File: src/rtl/counter_w_flag_p.sv
// Free-running modulo-MAXIMUM_VALUE up-counter with a registered terminal-count flag.
// The flag is computed from the next count so it changes on the same edge as the counter.
module counter_w_flag_p #(
    parameter  int unsigned MAXIMUM_VALUE = 16,
    localparam int unsigned NBITS         = (MAXIMUM_VALUE > 2) ? $clog2(MAXIMUM_VALUE) : 1
) (
    input  logic             clk,
    input  logic             reset,
    input  logic             enable,
    output logic             flag,
    output logic [NBITS-1:0] counter
);

    localparam logic [NBITS-1:0] TERMINAL = NBITS'(MAXIMUM_VALUE - 1);

    logic [NBITS-1:0] r_counter;
    logic             r_flag;

    logic             w_at_terminal;
    logic [NBITS-1:0] w_counter_next;
    logic             w_flag_next;

    // Explicit wrap keeps non-power-of-2 moduli inside 0..MAXIMUM_VALUE-1.
    always_comb begin
        w_at_terminal  = 1'b0;
        w_counter_next = r_counter;
        w_flag_next    = r_flag;

        w_at_terminal = (r_counter == TERMINAL);
        if (enable) begin
            w_counter_next = w_at_terminal ? '0 : (r_counter + NBITS'(1));
            w_flag_next    = (w_counter_next == TERMINAL);
        end
    end

    always_ff @(posedge clk) begin
        if (reset) begin
            r_counter <= '0;
            r_flag    <= 1'b0;
        end else begin
            r_counter <= w_counter_next;
            r_flag    <= w_flag_next;
        end
    end

    assign counter = r_counter;
    assign flag    = r_flag;

endmodule

File: config.mk
export PLATFORM = sky130hd
export DESIGN_NAME = counter_w_flag_p
export DESIGN_NICKNAME = d
export VERILOG_FILES = /design/src/rtl/counter_w_flag_p.sv
export SDC_FILE = /design/constraint.sdc
export NUM_CORES = 1
export LEC_CHECK = 0
export CORE_AREA = 2 2 39 41
export CTS_BUF_LIST = sky130_fd_sc_hd__clkbuf_4 sky130_fd_sc_hd__clkbuf_8
export DETAILED_ROUTE_END_ITERATION = 10
export DIE_AREA = 0 0 41 43
export GPL_TIMING_DRIVEN = 0
export PLACE_DENSITY = 0.4
export SETUP_SLACK_MARGIN = 0.1
export SLEW_MARGIN = 30
export SYNTH_ARGS = -nofsm -noshare
export SYNTH_HDL_FRONTEND = slang
export SYNTH_SLANG_ARGS = --single-unit
File: constraint.sdc
create_clock -name clk -period 2 [get_ports clk]
set_input_delay 0.4 -clock clk [delete_from_list [all_inputs] [get_ports clk]]
set_output_delay 0.4 -clock clk [all_outputs]
set_load 0.005 [all_outputs]
* After elaboration in Yosys (flattened, before gate mapping)
Index checks and enable logic that the tools add are counted.
Widths: inputs -> output; s select.
** Word-level totals
- Register bits :: 5
- Bits in latches :: 0
- RAM bits :: 0
- Memory bits (read-only) :: 0
- Bits of input ports :: 3
- Output and inout port bits :: 5
- Logic and storage cells :: 6
- Memories kept :: 0
** Operators by class
- Add/sub/neg operators :: 1
- $mul :: 0
- Div/mod/pow operators :: 0
- Order comparisons :: 0
- Eq/ne operators :: 2
- Shifts and indexed selects :: 0
- Multiplexer cells :: 1
- Bitwise operators :: 0
- Reductions and logical operators :: 0
** Operators with widths (number)
- $eq 4x4->1 const B :: 2
- $add 4x1->4 const B :: 1
- $mux 4 :: 1

* Depth between registers and ports, before layout
- Depth after elaboration :: 3
- Depth in mapped cells :: 4
- Mapped depth without buffers :: 4

* Worst setup path after synthesis
OpenSTA, ideal clock, no wires.
- Kind :: register to register
- Start point :: register r_counter[0], in the netlist counter[0]
- End point :: register r_flag, in the netlist flag
- Setup time :: 132 ps
- Data arrival time :: 979 ps
- Setup slack :: 889 ps
- Stages on the path, launching flop included :: 5
- Clock period less this slack :: 1111 ps
- Cell sequence :: dfxtp_1 ha_1 a21oi_1 o22ai_1 o32ai_1
** Between the ends
- Longest elaborated chain between the ends :: 3
- Elaborated cells between the ends (all ways) :: 4
- Classes of those cells :: add/sub: 1; eq/ne: 2; mux: 1
** RTL lines
- start: declaration :: line 16 : logic [NBITS-1:0] r_counter;
- start signal: assignment :: line 41 : r_counter <= w_counter_next;
- $add 4x1->4 or $eq 4x4->1 (tied branches) :: line 31, 29
- $mux 4 (*) :: line 31 : w_counter_next = w_at_terminal ? '0 : (r_counter + NBITS'(1));
- $eq 4x4->1 (*) :: line 32 : w_flag_next = (w_counter_next == TERMINAL);
- end signal: assignment :: line 42 : r_flag <= w_flag_next;
- end: declaration :: line 17 : logic r_flag;
Every way passes the cells marked *; elsewhere a longest branch is shown, timed or not.
A chain may end at the register's enable or synchronous reset.

* Final worst setup path
- Start point :: register r_counter[2], in the netlist counter[2]
- End point :: output counter[2]
** RTL lines
- end: declaration :: line 11 : output logic [NBITS-1:0] counter
No word-level cell between the ends.

==> impl_metrics.json <==
{
  "p_leak_nw": 0.144,
  "finalWorstSetupSlack_ns": 0.378,
  "critPathLaunch": "counter[2]",
  "core_um2": 1380,
  "start_kind": "flip-flop",
  "start_util_pct": 18.0,
  "port_buffers": 6,
  "clk-insertion-delay-late_ns": 0.24,
  "fin_worst_skew_ns": 0.00184,
  "ys_seq_area_share_pct": 40.2,
  "grt_pass1_vias": 226,
  "max_stage_delay_ns": 0.55,
  "cts_resized": 0,
  "slew_headroom_pct": 83.5,
  "powerDensity_nw_per_um2": 781,
  "slew_violations": 0,
  "vias": 228,
  "drive_above_1_share_pct": 16.2,
  "cts_tree": "built",
  "cts.sinks": 5,
  "tns_ns": 0,
  "dr.first_iter.drc_count": 1,
  "critPathTopFamily": "buffers and inverters",
  "die_y_um": 43,
  "yosysUniqueCellTypes": 16,
  "drc": 0,
  "nNetsFinal": 43,
  "ctsHoldBuffers": 0,
  "outcome": "finished clean",
  "ys_async_sr_fraction_pct": 0,
  "synth_edf_count": 0,
  "worst_ep_required_time_ns": 1.60,
  "syn_avg_cell_area_um2": 9.22,
  "pin_count": 8,
  "numCtsBuffers": 3,
  "cts_root_buffer": "clkbuf_4",
  "max-clock-path-buffers": 2,
  "dp_slack_ns": 0.639,
  "reg2reg_from": "counter[0]",
  "netlist_area_um2": 249,
  "yosysWarnings": 0,
  "grt_overflow": 0,
  "diodes": 0,
  "synthFlopType": "dfxtp_1",
  "layout_min_cycle_time_ns": 1.62,
  "clkTransAtPathRegs_ns": 0.04,
  "min_from": "enable",
  "ant_nets": 0,
  "path_buf_inv": 1,
  "grt_pass1_wl_um": 966,
  "hold_class": "in2reg",
  "fmax_ghz": 0.616,
  "antenna_found_initial": 0,
  "path_cells": "clkdlybuf4s50_1",
  "post-route-period-util_pct": 81.1,
  "gp_congestion": 0.682,
  "synth_fp_nets": 32,
  "hold_viol_final": 0,
  "post-route-util_pct": 25.9,
  "crit_fanout": 6,
  "dr.pass1.iters": 2,
  "via_per_inst": 4.30,
  "grt_max_degree": 9,
  "rows": 14,
  "post-cts-setup-buffer-count": 0,
  "cp_slowest_cell": "clkdlybuf4s50_1",
  "syn_inst": 27,
  "cap_violations": 0,
  "endpoint_kind": "primary output",
  "track_usage_pct": 8.86,
  "ctsHtreeMaxLevel": 1,
  "critical_path_class": "reg2out",
  "wl_per_cell_um": 10.2,
  "finalSetupViolCount": 0,
  "cp.arrival_ns": 1.22,
  "die-area_um2": 1760,
  "routed_wl_um": 540,
  "ys_seq_elements": 5,
  "worstMarginPinSlew_ns": 0.248,
  "rsz0062_at_grt": "no",
  "ir_worst_vdd_mv": 0.310,
  "fp.dieW_um": 41,
  "area_growth_pct": 44.2
}
## per-layer routing
layer	vias to the layer above	share of wire [%]	track usage, %
li1	117	-	-
met1	102	44	7.79
met2	7	49	13.1
met3	2	3.9	3.66
met4	0	2.0	10.0
met5	-	0	0
## layout make-up
class / instances / area (um2)
buffer: 1 / 5.00
clock buffer: 4 / 30.0
fill: 160 / 1020
inverter: 2 / 7.51
multi-input combinational: 19 / 136
sequential: 5 / 100
tap: 16 / 20.0
timing repair buffer: 6 / 60.1
## where the power goes
group	internal [mW]	switching [mW]
logic	0.0197	0.0147
registers	0.105	0.00809
clock network	0.0891	0.0436
## kinds of logic after synthesis
group	synth area share, %
AOI/OAI and AO/OA	18.6
xor gates and xnor gates	7.04
adders and majority gates	10.0
buffers and inverters	5.02
DFF	40.2
muxes	4.02
and+or+nand+nor	15.1
## Yosys cell counts (2+ instances only)
| library cell | number | area (um2) |
|---|---|---|
| nor2_1 | 4 | 15.0 |
| dfxtp_1 | 5 | 100 |
| ha_1 | 2 | 25.0 |
| xor2_1 | 2 | 17.5 |
| inv_1 | 2 | 7.51 |
| nand2_1 | 2 | 7.51 |
## flip-flops by register name (all words and copies together) (netlist names)
signal   flops
counter      4
flag         1
## final timing paths
check,to,slack (ns),cells after the start
max reg2reg,flag,0.78,4
min,counter[3],0.47,2
min reg2reg,flag,0.47,2
max,counter[2],0.38,1
## metrics by stage
step                      hold slack, ns  total power, mW  area, um2  std cells
final                              0.469            0.281        359         53
after global routing               0.480            0.299        359         53
after CTS                          0.461            0.287        359         53
after detailed placement           0.474            0.150        329         49
after global placement             0.475            0.149        329         49
after floorplan                    0.465            0.132        249         27
## cell usage in the layout (no fill, tap or decap)
cell type / Yosys / final
a211oi_1: 1 / 1
a211oi_2: 1 / 1
a21oi_1: 1 / 1
a31oi_1: 1 / 1
and3_1: 1 / 1
buf_2: 1 / 1
clkbuf_4: 0 / 4
clkdlybuf4s50_1: 0 / 6
dfxtp_1: 5 / 5
ha_1: 2 / 2
inv_1: 2 / 2
mux2i_1: 1 / 1
nand2_1: 2 / 2
nand4b_1: 1 / 1
nor2_1: 4 / 4
o22ai_1: 1 / 1
o32ai_1: 1 / 1
xor2_1: 2 / 2
(Power assumes the default switching activity.)
